==> src/rtl/serial_subtractor_if.sv <==
// Operand/result bundle for the bit-serial subtractor.
// The master drives a request and operands; the slave returns status and the registered result.
interface serial_subtractor_if #(
    parameter int WIDTH = 8
);
    logic             start;
    logic [WIDTH-1:0] a;
    logic [WIDTH-1:0] b;
    logic             ready;
    logic             busy;
    logic             done;
    logic [WIDTH-1:0] diff;
    logic             bout;
    logic             ovf;
    logic             zero;

    modport master (
        output start, a, b,
        input  ready, busy, done, diff, bout, ovf, zero
    );

    modport slave (
        input  start, a, b,
        output ready, busy, done, diff, bout, ovf, zero
    );
endinterface

==> src/rtl/serial_subtractor.sv <==
// Bit-serial two's-complement subtractor: diff = a - b, one bit per clock, LSB first.
// A single borrow flop ripples between bit slices; results update only on the done pulse.
module serial_subtractor #(
    parameter int WIDTH = 8
) (
    input  logic                 clk,
    input  logic                 rst_n,
    serial_subtractor_if.slave   bus
);
    localparam int CW = (WIDTH > 2) ? $clog2(WIDTH) : 1;

    typedef enum logic {IDLE, RUN} state_t;

    state_t           state_q, state_d;
    logic [WIDTH-1:0] a_sh_q, a_sh_d;
    logic [WIDTH-1:0] b_sh_q, b_sh_d;
    logic [WIDTH-1:0] r_sh_q, r_sh_d;
    logic             borrow_q, borrow_d;
    logic [CW-1:0]    cnt_q, cnt_d;
    logic             a_msb_q, a_msb_d;
    logic             b_msb_q, b_msb_d;
    logic [WIDTH-1:0] diff_q, diff_d;
    logic             bout_q, bout_d;
    logic             ovf_q, ovf_d;
    logic             zero_q, zero_d;
    logic             done_q, done_d;

    logic             d_bit;
    logic             borrow_nxt;
    logic [WIDTH-1:0] r_nxt;
    logic             last_bit;

    always_ff @(posedge clk or negedge rst_n) begin
        if (!rst_n) begin
            state_q <= IDLE;
        end else begin
            state_q <= state_d;
        end
    end

    always_comb begin
        state_d = state_q;
        case (state_q)
            IDLE: if (bus.start) state_d = RUN;
            RUN:  if (last_bit)  state_d = IDLE;
            default: state_d = IDLE;
        endcase
    end

    always_comb begin
        bus.ready = (state_q == IDLE);
        bus.busy  = (state_q != IDLE);
        bus.done  = done_q;
        bus.diff  = diff_q;
        bus.bout  = bout_q;
        bus.ovf   = ovf_q;
        bus.zero  = zero_q;
    end

    // One full-subtractor slice on the current LSBs; its sum bit enters r_sh from the top.
    always_comb begin
        d_bit      = a_sh_q[0] ^ b_sh_q[0] ^ borrow_q;
        borrow_nxt = (~a_sh_q[0] & b_sh_q[0]) | (~(a_sh_q[0] ^ b_sh_q[0]) & borrow_q);
        r_nxt      = {d_bit, r_sh_q[WIDTH-1:1]};
        last_bit   = (cnt_q == CW'(WIDTH - 1));
    end

    always_comb begin
        a_sh_d   = a_sh_q;
        b_sh_d   = b_sh_q;
        r_sh_d   = r_sh_q;
        borrow_d = borrow_q;
        cnt_d    = cnt_q;
        a_msb_d  = a_msb_q;
        b_msb_d  = b_msb_q;
        diff_d   = diff_q;
        bout_d   = bout_q;
        ovf_d    = ovf_q;
        zero_d   = zero_q;
        done_d   = 1'b0;
        case (state_q)
            IDLE: begin
                if (bus.start) begin
                    a_sh_d   = bus.a;
                    b_sh_d   = bus.b;
                    r_sh_d   = '0;
                    borrow_d = 1'b0;
                    cnt_d    = '0;
                    a_msb_d  = bus.a[WIDTH-1];
                    b_msb_d  = bus.b[WIDTH-1];
                end
            end
            RUN: begin
                a_sh_d   = a_sh_q >> 1;
                b_sh_d   = b_sh_q >> 1;
                r_sh_d   = r_nxt;
                borrow_d = borrow_nxt;
                cnt_d    = cnt_q + 1'b1;
                // Signed overflow: operand signs differ and the result sign disagrees with a.
                if (last_bit) begin
                    diff_d = r_nxt;
                    bout_d = borrow_nxt;
                    zero_d = (r_nxt == '0);
                    ovf_d  = (a_msb_q != b_msb_q) && (d_bit != a_msb_q);
                    done_d = 1'b1;
                end
            end
            default: ;
        endcase
    end

    always_ff @(posedge clk or negedge rst_n) begin
        if (!rst_n) begin
            a_sh_q   <= '0;
            b_sh_q   <= '0;
            r_sh_q   <= '0;
            borrow_q <= 1'b0;
            cnt_q    <= '0;
            a_msb_q  <= 1'b0;
            b_msb_q  <= 1'b0;
            diff_q   <= '0;
            bout_q   <= 1'b0;
            ovf_q    <= 1'b0;
            zero_q   <= 1'b0;
            done_q   <= 1'b0;
        end else begin
            a_sh_q   <= a_sh_d;
            b_sh_q   <= b_sh_d;
            r_sh_q   <= r_sh_d;
            borrow_q <= borrow_d;
            cnt_q    <= cnt_d;
            a_msb_q  <= a_msb_d;
            b_msb_q  <= b_msb_d;
            diff_q   <= diff_d;
            bout_q   <= bout_d;
            ovf_q    <= ovf_d;
            zero_q   <= zero_d;
            done_q   <= done_d;
        end
    end
endmodule

==> src/flat_wrapper.sv <==
// flat-port wrapper written by rule: the top's interface ports become plain ports
module serial_subtractor_flat 
#(
    parameter int WIDTH = 8
)
  (clk, rst_n, bus_start, bus_a, bus_b, bus_ready, bus_busy, bus_done, bus_diff, bus_bout, bus_ovf, bus_zero);
  serial_subtractor_if #(.WIDTH(WIDTH)) bus_i ();
  input  logic clk;
  input  logic rst_n;
  input wire logic [$bits(bus_i.start)-1:0] bus_start;
  input wire logic [$bits(bus_i.a)-1:0] bus_a;
  input wire logic [$bits(bus_i.b)-1:0] bus_b;
  output wire logic [$bits(bus_i.ready)-1:0] bus_ready;
  output wire logic [$bits(bus_i.busy)-1:0] bus_busy;
  output wire logic [$bits(bus_i.done)-1:0] bus_done;
  output wire logic [$bits(bus_i.diff)-1:0] bus_diff;
  output wire logic [$bits(bus_i.bout)-1:0] bus_bout;
  output wire logic [$bits(bus_i.ovf)-1:0] bus_ovf;
  output wire logic [$bits(bus_i.zero)-1:0] bus_zero;
  assign bus_i.start = bus_start;
  assign bus_i.a = bus_a;
  assign bus_i.b = bus_b;
  assign bus_ready = bus_i.ready;
  assign bus_busy = bus_i.busy;
  assign bus_done = bus_i.done;
  assign bus_diff = bus_i.diff;
  assign bus_bout = bus_i.bout;
  assign bus_ovf = bus_i.ovf;
  assign bus_zero = bus_i.zero;
  serial_subtractor #(.WIDTH(WIDTH)) u_core (.clk(clk), .rst_n(rst_n), .bus(bus_i));
endmodule
==> config.mk <==
export PLATFORM = sky130hd
export DESIGN_NAME = serial_subtractor_flat
export DESIGN_NICKNAME = d
export VERILOG_FILES = /design/src/rtl/serial_subtractor_if.sv /design/src/rtl/serial_subtractor.sv /design/src/flat_wrapper.sv
export SDC_FILE = /design/constraint.sdc
export NUM_CORES = 1
export LEC_CHECK = 0
export BUFFER_PORTS_ARGS = -buffer_cell sky130_fd_sc_hd__buf_2
export CAP_MARGIN = 20
export CORE_MARGIN = 4
export CORE_UTILIZATION = 54
export CTS_CLUSTER_SIZE = 28
export DETAILED_ROUTE_END_ITERATION = 7
export PLACE_DENSITY = 0.74
export SETUP_SLACK_MARGIN = 0.5
export SLEW_MARGIN = 20
export SYNTH_ARGS = -nofsm -noshare
export SYNTH_HDL_FRONTEND = slang
export SYNTH_SLANG_ARGS = --single-unit
==> constraint.sdc <==
create_clock -name clk -period 3.15 [get_ports clk]
set_input_delay 0.1575 -clock clk [delete_from_list [all_inputs] [get_ports clk]]
set_output_delay 0.1575 -clock clk [all_outputs]
set_load 0.005 [all_outputs]
==> results.txt, run 1 <==
The worst min-delay path class was in -> reg. The worst hold path begins at bus_a[7]. The number of iterations in the first detailed-routing pass was 4; the final max-slew violation count was 0.

Yosys mapped the design onto 29 distinct sky130hd cell types. The tools report the total nets after synthesis as 177. The share of synthesized flip-flops with an asynchronous set or reset is 100%. TritonCTS built the clock tree. For this run, the post-layout net count is 209. In the post-synthesis netlist, the biggest area contributors are sky130_fd_sc_hd__dfrtp_1, sky130_fd_sc_hd__mux2i_1, sky130_fd_sc_hd__mux2_4, sky130_fd_sc_hd__nand2_1, sky130_fd_sc_hd__buf_6. The cell sitting at the root of the clock tree is a sky130_fd_sc_hd__clkbuf_4.

The tools report the internal power as 1.24 mW. The tools report the nature of the critical path endpoint as an output port. The wire length of the first global-routing pass came out at 5940 um. The worst register-to-register path ends at u_core.r_sh_q[1]. The run gives 232 as the count of non-filler cells in the finished layout.

The per-cell via count in the routed design was 5.35; the buffers inserted during post-CTS setup optimization was 0. The leakage power is 1.06 nW. The area of the mapped netlist was 1920 um2. The sum of negative setup slack is 0 ps, and the clock period minus worst slack is 2060 ps.

Setup slack on the worst reg-to-reg path comes out at 1410 ps. The kind of critical path was reg -> out. The worst setup path is launched from a register. After detailed routing, the total wire length is 3490 um. The worst register-to-register path begins at u_core.bus.busy. The logs give 149 for the starting DRC count in detailed routing and 37.5% for the portion of total power attributed to combinational logic. Along the worst hold path, the cell count comes to 2. Measured along the x axis, the die boundary spans 67.7 um. The timing startpoint of the critical path is u_core.bus.busy.

For the number of placed instances, taps included, the log shows 224. Data on the critical path is required at its endpoint by 2990 ps. Of the total power, the share spent switching nets is 36.0%. The smallest hold slack was 67.5 ps. Summed over all nets, the half-perimeter wirelength after detailed placement is 2460 um. Last weighted congestion value of the routability-driven placer: 0.750. The number of standard cells after synthesis came out at 154.

For this design the ratio of total power to cell area is 919 nW/um2. Setup repair after global routing left no endpoint under its margin. The logs give 0 for the number of routed nets with antenna violations and 0 for the max capacitance violation total. The number of cells on the worst reg-to-reg path is 3. Once the floorplan was initialized, standard cells occupied 56.7% of the core.

The detailed-route wire length per cell came out at 15.1 um. In this run the vertical extent of the chip is 67.7 um. Input and output buffers added on the ports amount to 32. The die outline area is 4580 um2, and the TritonCTS sink count is 42. Of the post-synthesis cell area, the dominant cell type holds 54.7%. Most common flop cell mapped by yosys: sky130_fd_sc_hd__dfrtp_1. Across the VDD grid, the largest voltage drop is 0.411 mV.

Across the routed clock network, the largest skew measured is 6.99 ps. Summing internal, switching and leakage power gives 1.94 mW. The number of antenna violations at the first check in global routing is 0, and the number of storage elements in the synthesis netlist is 42. Buffers inserted during clock tree synthesis total 5. The path with the worst hold slack has its endpoint at u_core.a_msb_q.

CTS built an H-tree with a depth of 2. At the later pin of the worst-skew pair, clock insertion delay measures 340 ps. The pin count of the biggest net entering global routing was 43; the share of synthesized area occupied by flip-flops and latches was 54.7%. The largest fanout on the critical path works out to 30. The biggest area contributor in the post-synthesis netlist is sky130_fd_sc_hd__dfrtp_1. In this run the power spent charging and discharging nets is 0.698 mW.

Counting along the longest clock path gives a buffer depth of 2. For this block, the via count after detailed routing is 1241. The share of total power dissipated in the clock network is 12.4%. The leading cell type by number of instances after synthesis is sky130_fd_sc_hd__dfrtp_1. Yosys mapped a number of flops with a built-in enable equal to 0. Global routing used 17.7% of the available tracks across all layers. The repair_antennas step left the layout with diodes totalling 0.

The power share of the sequential group came out at 50.1%. The core region is 3390 um2. Of the available clock period, the critical path in the final layout requires 65.4%. At the pin with the least slew margin, the transition time is 897 ps.

The data arrival time at the worst-slack endpoint was 1900 ps; the total global routing overflow was 0. After clock tree synthesis, the clock-pin slew on the worst setup and hold paths is 110 ps. The growth of design area from synthesis to finish is 9.64%.

The yosys synthesis warning count was 0. In this run the count of I/O pins placed on the die edge is 33. The run gives 0 as the number of cells upsized or downsized after cts. Ranked by instance count, the synthesized netlist is headed by sky130_fd_sc_hd__dfrtp_1, sky130_fd_sc_hd__nand2_1, sky130_fd_sc_hd__mux2i_1. The maximum clock frequency was 485 MHz; the via count of the first global-routing pass was 1268.

The floorplan has 21 rows. Setup violations remaining at the end of the flow were counted as 0. The number of hold violations in the final report came out at 0. The average cell area after synthesis was 12.5 um2. The run finished with clean final reports. The total DRC errors in the routed layout was 0; the share of cells above drive strength 1 was 28.0%. The headroom to the max-slew limit was 40.2%.
-- metrics by stage --
step / cell area, um2 / utilization, % / worst slack [ps]
global route: 2110 / 62.2 / 923
finish: 2110 / 62.2 / 1090
global placement: 2050 / 60.5 / 1510
floorplan: 1920 / - / 1690
detailed placement: 2050 / 60.5 / 1430
CTS: 2110 / 62.2 / 1090
-- worst max-delay path: stages (launching register included) --
cell	delay [ps]
sky130_fd_sc_hd__dfrtp_1	890
sky130_fd_sc_hd__buf_4	430
sky130_fd_sc_hd__inv_2	100
sky130_fd_sc_hd__buf_2	140
-- per-layer routing --
layer	share of wire, %	GRT usage, %	wire length (um)
met3	5.7	4.83	198
met2	49	28.9	1710
met4	2.4	8.61	84
met5	0	0	0
met1	43	21.6	1500
-- kinds of logic after synthesis --
logic type                 Yosys count  synth area share (%)
AOI/OAI and AO/OA                   29                  8.66
adders and majority gates            4                  3.39
buffers and inverters               15                  6.12
DFF                                 42                  54.7
muxes                               27                  16.3
and+or+nand+nor                     37                  10.9
-- worst max path at each step --
stage | end | depth (start not counted)
floorplan | u_core.bus.ovf | 3
global placement | u_core.r_sh_q[1] | 3
detailed placement | u_core.r_sh_q[1] | 3
CTS | bus_ready | 3
global route | bus_ready | 3
finish | bus_ready | 3
-- power by group through the flow --
stage	Sequential [mW]	Clock (mW)	Combinational (mW)
after floorplan	0.903	0	0.612
after global placement	0.962	0	0.691
after detailed placement	0.978	0	0.738
after CTS	0.966	0.251	0.741
after global routing	1.00	0.269	0.828
final	0.970	0.240	0.726
-- final cells by class --
type / instances / area, um2
Clock buffer: 7 / 45.0
Timing Repair Buffer: 34 / 178
Tap cell: 46 / 57.6
Fill cell: 279 / 1280
Sequential cell: 42 / 1050
Inverter: 6 / 22.5
Multi-Input combinational cell: 97 / 753
-- flip-flops by register name, summed over array words and instances (netlist names), 3 cells and up --
| signal | cells |
|---|---|
| u_core.a_sh_q | 8 |
| u_core.b_sh_q | 8 |
| u_core.bus.diff | 8 |
| u_core.r_sh_q | 7 |
| u_core.cnt_q | 3 |
-- cell usage in the layout, fill, tap and decap left out, types with 3 or more instances in the layout --
cell / count
sky130_fd_sc_hd__dfrtp_1: 42
sky130_fd_sc_hd__buf_2: 32
sky130_fd_sc_hd__nand2_1: 19
sky130_fd_sc_hd__mux2i_1: 17
sky130_fd_sc_hd__o21ai_1: 12
sky130_fd_sc_hd__mux2_4: 8
sky130_fd_sc_hd__o21ai_0: 8
sky130_fd_sc_hd__nand2b_1: 7
sky130_fd_sc_hd__inv_1: 5
sky130_fd_sc_hd__clkbuf_4: 5
sky130_fd_sc_hd__nor2_1: 3
sky130_fd_sc_hd__a22o_1: 3
-- repair_timing --
| item | in CTS | in global routing |
|---|---|---|
| hold buffers | 1 | 0 |
| hold endpoints to repair | 42 | 0 |
| endpoints found under the setup margin | 0 | 0 |
Note: power is estimated with default switching activity, not from simulation.
==> run 2, diff against run 1 <==
--- a/config.mk
+++ b/config.mk
@@ -8,10 +8,10 @@
 export BUFFER_PORTS_ARGS = -buffer_cell sky130_fd_sc_hd__buf_2
 export CAP_MARGIN = 20
 export CORE_MARGIN = 4
-export CORE_UTILIZATION = 54
+export CORE_UTILIZATION = 49
 export CTS_CLUSTER_SIZE = 28
 export DETAILED_ROUTE_END_ITERATION = 7
-export PLACE_DENSITY = 0.74
+export PLACE_DENSITY = 0.71
 export SETUP_SLACK_MARGIN = 0.5
 export SLEW_MARGIN = 20
 export SYNTH_ARGS = -nofsm -noshare
==> constraint.sdc (replaced) <==
create_clock -name clk -period 1.72 [get_ports clk]
set_input_delay 0.086 -clock clk [delete_from_list [all_inputs] [get_ports clk]]
set_output_delay 0.086 -clock clk [all_outputs]
set_load 0.005 [all_outputs]
==> run 2 against run 1 <==
Compared with the run above:
- combinational power grew to 2.5 times the previous value
- die area grew 9.0%
- via count rose by 1.5%
- critical path type is now reg -> reg
- sequential share of layout area shrank 5.4 points
- non-clock buffer count rose by 14
- global-route usage fell by 1.8 points
- count of clock-buffer cells in the layout is 1 higher
- sequential cell count did not move
- worst hold slack worse by 7.8 ps
- clock skew about the same
==> results.txt, run 2 (synthesis gave the netlist of run 1 again) <==
Global routing consumed, on the met3 layer, 5.40% of the routing resources. The tools report the total DRC errors in the routed layout as 0. After clock tree synthesis, the clock-pin slew on the worst setup and hold paths is 80 ps.

The floorplan step defined a die boundary enclosing 4990 um2. The number of placed instances, taps included is 229, and the max capacitance violation total is 0. Power spread over the standard cell area amounts to 1800 nW/um2.

The detailed router finished its first iteration with 129 violations. The area growth from synthesis to layout is 23.3%. The logs give 1690 ps for the data arrival time at the worst-slack endpoint and 63.8% for the final core utilization. The number of antenna violations at the first check in global routing is 0. The smallest hold slack is 59.7 ps. After detailed routing, the average wire length per cell comes to 14.5 um. The repair_antennas step left the layout with diodes totalling 0. The run finished with clean final reports. Row generation in the floorplan step produced 22 rows.

The final clock period utilization by the worst path is 85.7%, and the slew of the pin with the lowest slew margin is 517 ps. Global routing used 15.9% of the available tracks across all layers. Of the cells placed in the final design, the portion with a size suffix greater than 1 is 38.6%. On the final layout, the worst clock skew is 6.90 ps. Buffers placed on the I/O ports in this run total 32. The number of hold violations in the final report came out at 0.

Of all nets on the critical path, the largest fanout is 3. Static timing analysis puts the maximum clock frequency at 678 MHz. For this run the aggregate overflow at the end of global routing stands at 0. The insertion delay of the later-clocked pin in the worst-skew pair is 290 ps, and the H-tree depth is 2. Across the whole layout, storage elements account for 1050 um2. Setup repair after global routing could not meet its margin everywhere.

Buffers inserted during clock tree synthesis total 5. After floorplanning, the core was sized to cover 3720 um2. For the data required time of the critical path, the log shows 1940 ps. The tree is rooted in a sky130_fd_sc_hd__clkbuf_8. TritonCTS built the clock tree. IR analysis of the VDD net gives a maximum drop of 0.745 mV. The first detailed-routing pass ran for 4 iterations. The placed instances occupy a cell area of 2090 um2. The pin count of the biggest net entering global routing was 43. Summing all multi-input logic gate instances after layout gives 813 um2. In this run the deepest clock path goes through 2 buffers. The detail route stage leaves a number of antenna-violating nets equal to 0. The wire length of the first global-routing pass was 6100 um. The worst min-delay path class is in -> reg. The worst setup path is of the reg -> reg kind. Summed over all cells, the static leakage comes to 1.18 nW.

The number of filler instances in the final layout is 288. Critical path startpoint category: a register. The clock net in this run drives a total of 42 sinks. Count of non-filler cells in the finished layout: 250. Leaving out fill and tap cells, the most frequent cells in the layout are sky130_fd_sc_hd__dfrtp_1, sky130_fd_sc_hd__buf_2, sky130_fd_sc_hd__nand2_1.

The final max-slew violation count was 0; the headroom to the max-slew limit was 65.5%. The final layout contains routed wiring with a total length of 3630 um. The width of the chip works out to 70.6 um.

For this run, global-route usage on met2 was measured as 26.1%. Count of nets after finishing: 224. The worst path in the final design needs a cycle of 1470 ps, including I/O delays and setup. The height of the die works out to 70.6 um.

Once the floorplan was initialized, standard cells occupied 51.7% of the core. Setup violations remaining at the end of the flow were counted as 0. Once layout is done, the placed cells without fillers occupy 2370 um2. For the final routed database, the setup TNS stands at 0 ps. For the total via count in the routed design, the log shows 1260.

For this design the top-level I/O count stands at 33. For the global-route met1 utilization, the log shows 19.7%. The via count of the first global-routing pass is 1269. Per-cell via count in the routed design: 5.04.

The congestion estimate from routability-driven global placement came to 0.796. HPWL after detailed placement: 2370 um. The nature of the critical path endpoint is a register.

The most crowded layer after global routing was met2. The most frequent standard cell in the layout excluding fill and tap cells was sky130_fd_sc_hd__dfrtp_1.
-- run 2: what timing repair did --
action                     in CTS  in global routing
setup endpoints to repair      17                 24
hold endpoints to repair       42                  0
hold buffers                    1                  0
gates resized for setup         3                 14
setup buffers                   9                  2
pin swaps                       1                  2
cloned                          1                  0
-- run 2: routing by layer --
layer  share of wire [%]  vias up
li1                    -      620
met1                  43      601
met2                  50       33
met3                 5.8        6
met4                 1.6        0
met5                   0        -
-- run 2: cell type report --
type | instances | share of cell area (%)
Multi-Input combinational cell | 98 | 34.3
Sequential cell | 42 | 44.5
Clock buffer | 8 | 4.65
Inverter | 6 | 0.950
Timing Repair Buffer | 48 | 13.0
Tap cell | 48 | 2.53
-- run 2: power breakdown --
| group | leakage, nW | switching, mW | internal (mW) |
|---|---|---|---|
| registers | 0.538 | 0.301 | 1.42 |
| logic | 0.582 | 0.807 | 1.01 |
| clock network | 0.0575 | 0.315 | 0.405 |
-- run 2: per-stage QoR --
| stage | worst slack (ps) | total power [mW] |
|---|---|---|
| after floorplan | 256 | 2.80 |
| after global placement | 240 | 3.06 |
| after detailed placement | 193 | 3.15 |
| after CTS | 227 | 4.14 |
| after global routing | 170 | 4.58 |
| final | 245 | 4.26 |
-- run 2: worst paths after layout --
| path | cells after the start | slack [ps] | start | end |
|---|---|---|---|---|
| max | 3 | 250 | u_core.b_sh_q[0] | u_core.bus.ovf |
| min | 2 | 60 | bus_a[7] | u_core.a_msb_q |
| max reg2reg | 3 | 250 | u_core.b_sh_q[0] | u_core.bus.ovf |
| min reg2reg | 2 | 490 | u_core.a_sh_q[2] | u_core.a_sh_q[1] |
| max in group asynchronous | 3 | 940 | rst_n | u_core.bus.busy |
| min in group asynchronous | 3 | 380 | rst_n | u_core.bus.diff[4] |
-- run 2: critical path: stages, from the launching register on --
cell	delay, ps
sky130_fd_sc_hd__dfrtp_1	410
sky130_fd_sc_hd__fa_1	480
sky130_fd_sc_hd__or3b_1	360
sky130_fd_sc_hd__a31oi_1	150
==> run 3, diff against run 2 <==
--- a/config.mk
+++ b/config.mk
@@ -13,6 +13,7 @@
 export DETAILED_ROUTE_END_ITERATION = 7
 export PLACE_DENSITY = 0.71
 export SETUP_SLACK_MARGIN = 0.5
+export SKIP_CTS_REPAIR_TIMING = 1
 export SLEW_MARGIN = 20
 export SYNTH_ARGS = -nofsm -noshare
 export SYNTH_HDL_FRONTEND = slang
==> constraint.sdc (replaced) <==
create_clock -name clk -period 1.72 [get_ports clk]
set_input_delay 0.258 -clock clk [delete_from_list [all_inputs] [get_ports clk]]
set_output_delay 0.258 -clock clk [all_outputs]
set_load 0.005 [all_outputs]
==> run 3 against run 2 <==
Compared with the run above:
- first-iteration DRC count down 53%
- total power down 0.95%
- worst setup slack worse by 83 ps
- non-clock buffer count up 1
- critical path depth unchanged
- wire length up 3.3%
- clock power down 19%
- fmax down 5.3%
- die area unchanged
- global-route usage down 0.35 points
- sequential cell count unchanged
- cell count up 0.40%
==> results.txt, run 3 (synthesis gave the netlist of run 1 again) <==
The portion of total power attributed to combinational logic came out at 44.2%. The switching share of power came out at 34.3%. For the final max-slew violation count, the log shows 0. The floorplan has 22 rows. The logs give 0.850 for the last weighted congestion value of the routability-driven placer and 51.7% for the starting density of the core. At the end of the flow, the number of nets in the layout was 225. The number of input and output port buffers inserted is 32, and the power spent charging and discharging nets is 1.45 mW. Broken down by cell family, the worst path's largest delay share belongs to adder cells.

Across the routed clock network, the largest skew measured is 7.81 ps. Leaving out fill and tap cells, the most frequent cell in the layout is sky130_fd_sc_hd__dfrtp_1. Counting every sink on the clock net gives 42. Cells fill 63.9% of the core in the end. After the flow finishes, the layout carries non-filler instances totaling 251.

The flow ran to the end, and the final reports show no timing, DRC or antenna violations. After layout, the minimum clock period comes to 1560 ps. Critical path startpoint category: a register.

The clock network fraction of total power is 13.8%. Walking the worst path, the cells encountered are fa_1, or3b_1, a31oi_1. The worst register-to-register path has a depth of 3. In the routed design, unresolved DRC markers number 0. Clock root buffer: sky130_fd_sc_hd__clkbuf_8.

Setup violations remaining at the end of the flow were counted as 0. From synthesis to final layout, the design area changed by 23.6%. Across the run, the number of max-cap violations was 0. The critical path contains buffers and inverters numbering 0 combined. The final route contains 1288 vias. After detailed placement, the total cell area comes to 2100 um2. The share of cells above drive strength 1 was 39.4%. The tools report the launch point of the worst hold path as bus_b[7].

For the sum of negative setup slack, the log shows 0 ps. Worst min-delay path class: in -> reg. The tools report the starting DRC count in detailed routing as 61. The smallest hold slack came out at 231 ps.

The run gives 0 as the number of hold violations in the final report. The number of antenna diodes in the final layout is 0. The logs give 1330 for the via count of the first global-routing pass and 72.5% for the headroom to the max-slew limit. Summing all non-filler instances in the final layout gives an area of 2380 um2. Entering global routing, the biggest net connects 21 pins. The first global-routing pass estimated 6090 um of wire. For this run, the slowest stage of the critical path takes 540 ps. The run gives 2 as the H-tree depth. For this design the top-level I/O count stands at 33. The number of filler instances in the final layout was 306; the largest fanout on the critical path was 3. The worst register-to-register path begins at u_core.borrow_q.

The tools report the maximum clock frequency as 642 MHz. The internal power came out at 2.77 mW. The cell with the largest stage delay on the worst path is sky130_fd_sc_hd__fa_1. The last element of the critical path was u_core.bus.ovf. The setup path with the least slack is of type reg -> reg.

The number of antenna violations at the first check in global routing is 0. The tools report the peak ir drop on the vdd network as 0.966 mV. Setup repair after global routing could not meet its margin everywhere.

After clock tree synthesis, the clock-pin slew on the worst setup and hold paths is 80 ps. For the data arrival time at the worst-slack endpoint, the log shows 1760 ps. The number of placed instances, taps included, is 230.

Once detailed placement completed, the half-perimeter wirelength came to 2630 um. The sum of internal, switching and leakage power was 4.22 mW; the final clock period utilization by the worst path was 90.6%. At the worst endpoint, the required time is 1930 ps.

The height of the die is 70.6 um. Dividing total power by cell area gives a power density of 1780 nW/um2. After global routing the overflow that remains totals 0. From left edge to right edge, the die measures 70.6 um. For the post-route worst setup slack, the log shows 162 ps. The first TritonRoute pass finished after 4 iterations. In this run the remaining antenna-violating nets after routing total 0. The region available for standard cell placement spans 3720 um2. The worst setup path is captured at a register.

After detailed routing, the total wire length is 3750 um. Tracing the worst setup path back leads to its startpoint at u_core.borrow_q. The later pin in the worst-skew pair is clocked with a latency of 280 ps.

The number of clock buffers added by TritonCTS is 5. The count of cell instances traversed by the critical path came out at 3. The tools report the endpoint of the most critical register-to-register path as u_core.bus.ovf.

The detailed-route wire length per cell was 14.9 um. The logs give 15.6% for the total global routing track utilization and 42.0% for the power share of the sequential group. The largest buffer count on any clock path was 2; the die outline area was 4990 um2.

For the pin with the worst max-slew slack, the measured transition is 408 ps. Prior to clock tree synthesis, the placed netlist has a worst setup slack of 175 ps. TritonCTS built the clock tree. For this design the static power due to leakage is 1.18 nW. The library cells used most frequently in the layout, excluding fill and tap cells, are sky130_fd_sc_hd__dfrtp_1, sky130_fd_sc_hd__buf_2, sky130_fd_sc_hd__nand2_1. Dividing the detail-routed via count by the number of cells gives 5.13. The setup check on the worst reg-to-reg path leaves a slack of 160 ps.
-- run 3: changes by cell type in the layout (fill, tap and decap cells not counted), moves of 2 or more --
cell	change
sky130_fd_sc_hd__nand2b_1	-2
sky130_fd_sc_hd__clkbuf_1	+3
sky130_fd_sc_hd__clkbuf_8	-3
sky130_fd_sc_hd__o21ai_2	+2
sky130_fd_sc_hd__inv_1	-2
sky130_fd_sc_hd__buf_4	-2
sky130_fd_sc_hd__buf_6	+4
sky130_fd_sc_hd__nand2b_4	+2
-- run 3: cell type report --
cell class	instances	area, um2	area share [%]
Inverter	6	25.0	1.05
Tap cell	48	60.1	2.53
Clock buffer	8	80.1	3.37
Timing Repair Buffer	49	329	13.8
Multi-Input combinational cell	98	827	34.8
Sequential cell	42	1050	44.4
-- run 3: worst min-delay path by stage --
stage                         endpoint  cells past startpoint
floorplan               u_core.a_msb_q                      0
global placement    u_core.bus.diff[4]                      1
detailed placement  u_core.bus.diff[4]                      1
CTS                 u_core.bus.diff[0]                      1
global route            u_core.b_msb_q                      2
finish                  u_core.b_msb_q                      2
-- run 3: power by group through the flow --
| stage | clock, mW | combinational, mW | sequential, mW |
|---|---|---|---|
| global route | 0.651 | 2.06 | 1.83 |
| detailed placement | 0 | 1.38 | 1.80 |
| finish | 0.583 | 1.87 | 1.77 |
| global placement | 0 | 1.30 | 1.76 |
| floorplan | 0 | 1.14 | 1.66 |
| CTS | 0.601 | 1.38 | 1.78 |
-- run 3: routing by layer --
| metal | part of all wire, % | track usage (%) | wire length, um | vias to the layer above |
|---|---|---|---|---|
| met5 | 0 | 0 | 0 | - |
| met4 | 1.9 | 7.10 | 70 | 0 |
| met3 | 5.7 | 4.26 | 212 | 6 |
| met2 | 52 | 26.2 | 1940 | 35 |
| met1 | 41 | 18.7 | 1530 | 630 |
| li1 | - | - | - | 617 |
